**config.mk**
```make
export PLATFORM = sky130hd
export DESIGN_NAME = t_wire_sink
export DESIGN_NICKNAME = d
export VERILOG_FILES = /design/src/rtl/t_wire_sink.sv
export SDC_FILE = /design/constraint.sdc
export NUM_CORES = 1
export LEC_CHECK = 0
export ABC_CLOCK_PERIOD_IN_PS = 3500
export BUFFER_PORTS_ARGS = -buffer_cell sky130_fd_sc_hd__buf_4
export CORE_MARGIN = 2
export CORE_UTILIZATION = 56
export CTS_BUF_LIST = sky130_fd_sc_hd__clkbuf_16
export CTS_CLUSTER_SIZE = 14
export DETAILED_ROUTE_END_ITERATION = 7
export GPL_TIMING_DRIVEN = 0
export PLACE_DENSITY_LB_ADDON = 0.15
export SETUP_SLACK_MARGIN = 0.3
export SLEW_MARGIN = 20
export SYNTH_ARGS = -nofsm -noshare
export SYNTH_HDL_FRONTEND = slang
export SYNTH_SLANG_ARGS = --single-unit
export TNS_END_PERCENT = 100
```
**constraint.sdc**
```tcl
create_clock -name clk -period 3.5 [get_ports clk]
set_clock_uncertainty 0.2 [all_clocks]
set_input_delay 0.7 -clock clk [delete_from_list [all_inputs] [get_ports clk]]
set_output_delay 0.7 -clock clk [all_outputs]
set_load 0.05 [all_outputs]
```
**src/rtl/t_wire_sink.sv**
```systemverilog
// t_wire_sink: valid/ready sink for the t-module port bundle; buffers beats in a FIFO and
// checks them against k^SEED. Define WIRE_SINK_PARITY_EN to store and check in_par per beat.
module t_wire_sink #(
  parameter int         DEPTH  = 4,
  parameter int         NBEATS = 16,
  parameter logic [8:0] SEED   = 9'h0A5,
  parameter int         CNTW   = 8,
  parameter int         ERRW   = 8
) (
  input  logic            clk,
  input  logic            rst,
  input  logic            in_valid,
  output logic            in_ready,
  input  logic [8:0]      in_data,
  input  logic            in_par,
  input  logic            drain_en,
  output logic [CNTW-1:0] beat_count,
  output logic [ERRW-1:0] err_count,
  output logic [ERRW-1:0] par_err,
  output logic            done
);

  localparam int AW = $clog2(DEPTH);
  localparam int PW = AW + 1;
`ifdef WIRE_SINK_PARITY_EN
  localparam int EW = 10;
`else
  localparam int EW = 9;
`endif

  typedef enum logic [1:0] {
    IDLE = 2'd0,
    RUN  = 2'd1,
    DONE = 2'd2
  } state_t;

  state_t          state_q, state_d;
  logic [EW-1:0]   mem_q [DEPTH];
  logic [PW-1:0]   wr_ptr_q, wr_ptr_d;
  logic [PW-1:0]   rd_ptr_q, rd_ptr_d;
  logic            in_ready_q, in_ready_d;
  logic [CNTW-1:0] beat_count_q, beat_count_d;
  logic [ERRW-1:0] err_count_q, err_count_d;
  logic [EW-1:0]   entry_in;
  logic [EW-1:0]   beat_p0;
  logic            vld_p0;
  logic            full, empty, full_d;
  logic            push, pop, data_bad;

  function automatic logic [ERRW-1:0] sat_inc(input logic [ERRW-1:0] v);
    return (&v) ? v : v + ERRW'(1);
  endfunction

  function automatic logic [8:0] exp_beat(input logic [CNTW-1:0] k);
    logic [8:0] k9;
    k9 = 9'(k);
    return k9 ^ SEED;
  endfunction

`ifdef WIRE_SINK_PARITY_EN
  logic [ERRW-1:0] par_err_q, par_err_d;
  logic            par_bad;
  assign entry_in = {in_par, in_data};
  assign par_bad  = ^beat_p0;
  assign par_err  = par_err_q;
`else
  logic unused_par;
  assign unused_par = in_par;
  assign entry_in   = in_data;
  assign par_err    = '0;
`endif

  assign full  = (wr_ptr_q[AW] != rd_ptr_q[AW]) && (wr_ptr_q[AW-1:0] == rd_ptr_q[AW-1:0]);
  assign empty = (wr_ptr_q == rd_ptr_q);
  // in_ready_q already reflects fullness before any pop this cycle, so a full FIFO never pushes.
  assign push  = in_valid && in_ready_q;
  assign pop   = drain_en && !empty && (state_q != DONE);

  assign data_bad = (beat_p0[8:0] != exp_beat(beat_count_q));

  always_comb begin
    state_d      = state_q;
    beat_count_d = beat_count_q;
    err_count_d  = err_count_q;
`ifdef WIRE_SINK_PARITY_EN
    par_err_d    = par_err_q;
`endif
    wr_ptr_d     = wr_ptr_q + PW'(push);
    rd_ptr_d     = rd_ptr_q + PW'(pop);
    case (state_q)
      IDLE: begin
        if (push) state_d = RUN;
      end
      RUN: begin
        if (vld_p0) begin
          beat_count_d = beat_count_q + CNTW'(1);
          if (data_bad) err_count_d = sat_inc(err_count_q);
`ifdef WIRE_SINK_PARITY_EN
          if (par_bad) par_err_d = sat_inc(par_err_q);
`endif
          if (beat_count_d == CNTW'(NBEATS)) state_d = DONE;
        end
      end
      default: ;
    endcase
    full_d     = (wr_ptr_d[AW] != rd_ptr_d[AW]) && (wr_ptr_d[AW-1:0] == rd_ptr_d[AW-1:0]);
    in_ready_d = !full_d && (state_d != DONE);
  end

  always_ff @(posedge clk) begin
    if (rst) begin
      state_q      <= IDLE;
      wr_ptr_q     <= '0;
      rd_ptr_q     <= '0;
      in_ready_q   <= 1'b0;
      beat_count_q <= '0;
      err_count_q  <= '0;
      vld_p0       <= 1'b0;
`ifdef WIRE_SINK_PARITY_EN
      par_err_q    <= '0;
`endif
    end else begin
      state_q      <= state_d;
      wr_ptr_q     <= wr_ptr_d;
      rd_ptr_q     <= rd_ptr_d;
      in_ready_q   <= in_ready_d;
      beat_count_q <= beat_count_d;
      err_count_q  <= err_count_d;
      vld_p0       <= pop;
`ifdef WIRE_SINK_PARITY_EN
      par_err_q    <= par_err_d;
`endif
    end
  end

  // Stage p0: popped beat, compared and counted one cycle after the pop
  always_ff @(posedge clk) begin
    if (push) mem_q[wr_ptr_q[AW-1:0]] <= entry_in;
    if (pop)  beat_p0 <= mem_q[rd_ptr_q[AW-1:0]];
  end

  assign in_ready   = in_ready_q;
  assign beat_count = beat_count_q;
  assign err_count  = err_count_q;
  assign done       = (state_q == DONE);

endmodule

```
==> flow_metrics.tcl <==
set metrics [dict create \
    status "finished clean" \
    cts_tree "yes" \
    worstSetupPathType "register to register" \
    ys_seq_area_share_pct 64.0 \
    clock-sinks 71 \
    synth_most_common_cell "edfxtp_1" \
    min_path_cells 2 \
    drive_gt1_share_pct 29.8 \
    synth_top_family_by_area "simple AND/OR/NAND/NOR gates" \
    fin_setup_tns_ns 0 \
    grt_max_degree 13 \
    netlist_area_um2 2930 \
    setup_viol 0 \
    overflow 0 \
    met3_usage_pct 6.64 \
    slew_violations 0 \
    power_mw 2.05 \
    synthMuxAreaShare_pct 7.27 \
    hold_path_startpoint "state_q[1]" \
    ctsHoldBuffers 0 \
    grt_usage_pct 18.5 \
    drv_cap 0 \
    wire_per_inst_um 14.5 \
    port_buffers 30 \
    nFillCells 364 \
    ys_warn_count 0 \
    fmax_mhz 404 \
    clockBufferDepth 2 \
    rsz0062_at_grt "no" \
    grt_pass1_wl_mm 8.11 \
    synthDistinctLibCells 35 \
    nets 280 \
    path_max_fanout 10 \
    crit_path_end_kind "register" \
    cts_resized 0 \
    drc 0 \
    initialDrtViolationCount 68 \
    postLayoutCellArea_um2 3620 \
    ios 40 \
    hold_viol 0 \
    syn_area_per_cell_um2 14.0 \
    synth_area_leaders "edfxtp_1 46%, dfxtp_1 18%, mux4_2 6.9%" \
    synthFlopType "edfxtp_1" \
    finalCritPeriodShare_pct 70.8 \
    synth_xor_area_share_pct 7.44 \
    firstDrtPassIters 4 \
    core-area_um2 5070 \
    place_area_um2 3310 \
    die_h_um 76.3 \
    whs_ns 0.280 \
    reg2regPathDepth 10 \
    synth_seq_cells 71 \
    peakVddDrop_mv 0.491 \
    start_kind "register" \
    busiest_layer "met2" \
    dp.final_hpwl_mm 3.43 \
    swShare_pct 20.6 \
    synth_compound_area_share_pct 3.29 \
    cts.htree.levels 3 \
    start_util_pct 57.7 \
    antenna_found_initial 0 \
    hold_class "register to register" \
    clock-root-buffer "clkbuf_16" \
    worstMarginPinSlew_ns 0.808 \
    grtUsageMet2_pct 29.4 \
    min_to "state_q[1]" \
    syn_inst 209 \
    fp.dieW_um 76.3 \
    n_antenna_cell 0 \
    synthAdderAreaFrac_pct 2.57 \
    use_met1_pct 22.8 \
    netlist_top_cells_count "45 x edfxtp_1, 26 x dfxtp_1, 18 x nor2_1" \
    gp_congestion 0.819 \
    seqPwrFrac_pct 46.2 \
    cellPowerDensity_nw_per_um2 565 \
    p_sw_mw 0.422 \
    grt_pass1_vias 1720 \
    die-area_um2 5820 \
    worstPathRequired_ns 3.51 \
    synth-simple-area-share_pct 11.3 \
    cts_buffers 9 \
    period_minus_slack_ns 2.48 \
    clk_latency_ns 0.32 \
    post_cts_buffers 0 \
    rr_startpoint "rd_ptr_q[0]" \
    clkPwrFrac_pct 45.5 \
    clk_pin_slew_ns 0.05 \
    viasPerCell 5.19 \
    ys_async_sr_fraction_pct 0 \
    r2r_slack_ns 1.02 \
    p_leak_nw 1.39 \
    slew_headroom_pct 45.8 \
    cp.arrival_ns 2.48 \
    ant_nets 0 \
    syn_to_final_growth_pct 23.7 \
    intPower_mw 1.62 \
    routed_wl_mm 4.87 \
    synth_top_area_share_pct 46.2 \
    combPwrFrac_pct 8.4 \
    vias 1740 \
    synth-edff-count 45 \
    regToRegEndpoint "in_ready" \
    yosysTopAreaCell "edfxtp_1" \
    rows 26 \
]
[critical path, stage by stage (launching register included)]
cell	delay, ns
dfxtp_1	0.34
buf_2	0.33
xor2_1	0.18
nor3_1	0.08
nor3b_2	0.32
ha_1	0.22
ha_1	0.16
xnor2_1	0.15
xnor2_1	0.10
nor3_1	0.20
nor2_1	0.08
[kinds of logic after synthesis]
group | after synthesis
other | 1
buffers and inverters | 18
adder cells (fa/ha/maj) | 6
XOR/XNOR | 24
multiplexers | 10
flip-flops | 71
AND/OR/NAND/NOR | 62
AO/OA/AOI/OAI | 17
[layout by cell type (no fill, tap or decap), drive strengths merged, types with 5 or more instances in the layout]
| cell | count |
|---|---|
| nand2 | 7 |
| xnor2 | 11 |
| buf | 46 |
| edfxtp | 45 |
| clkbuf | 11 |
| dfxtp | 26 |
| o21ai | 5 |
| mux4 | 9 |
| nor2b | 5 |
| conb | 8 |
| nand3 | 5 |
| ha | 6 |
| nor2 | 18 |
| nor3 | 6 |
| xor2 | 13 |
| a21oi | 8 |
[per-stage QoR]
step	util (%)	std cells	setup WS, ns
after global routing	71.4	335	0.869
after detailed placement	65.2	319	1.04
after global placement	64.3	316	0.0788
after CTS	71.4	335	1.01
final	71.4	335	1.02
after floorplan	-	216	0.638
[layer usage]
metal	share of wire [%]	vias up
li1	-	853
met1	43	831
met2	49	47
met3	6.1	9
met4	1.5	0
met5	0	-
[final cells by class]
type / count / area [um2] / area share [%]
Buffer: 15 / 108 / 2.97
Clock inverter: 7 / 87.6 / 2.42
Inverter: 3 / 11.3 / 0.311
Clock buffer: 9 / 225 / 6.22
Tap cell: 70 / 87.6 / 2.42
Sequential cell: 71 / 1870 / 51.7
Multi-Input combinational cell: 127 / 982 / 27.1
Timing Repair Buffer: 33 / 248 / 6.84
[flip-flops by register name, indices dropped and copies added, names as in the netlist]
name        count
mem_q          36
beat_p0         9
beat_count      8
err_count       8
rd_ptr_q        3
wr_ptr_q        3
state_q         2
in_ready        1
vld_p0          1
[worst max path at each step]
stage,startpoint,to,cells past startpoint
floorplan,rd_ptr_q[0],in_ready,10
global placement,rd_ptr_q[0],in_ready,10
detailed placement,rd_ptr_q[0],in_ready,10
CTS,rd_ptr_q[0],in_ready,10
global route,rd_ptr_q[0],in_ready,10
finish,rd_ptr_q[0],in_ready,10
[power groups by stage]
stage	registers, mW	clock network [mW]	logic (mW)
floorplan	0.962	0	0.122
global placement	0.960	0	0.162
detailed placement	0.962	0	0.171
CTS	0.945	0.949	0.173
global route	0.948	0.992	0.186
finish	0.945	0.930	0.171
Power figures use the tool's default switching activity.
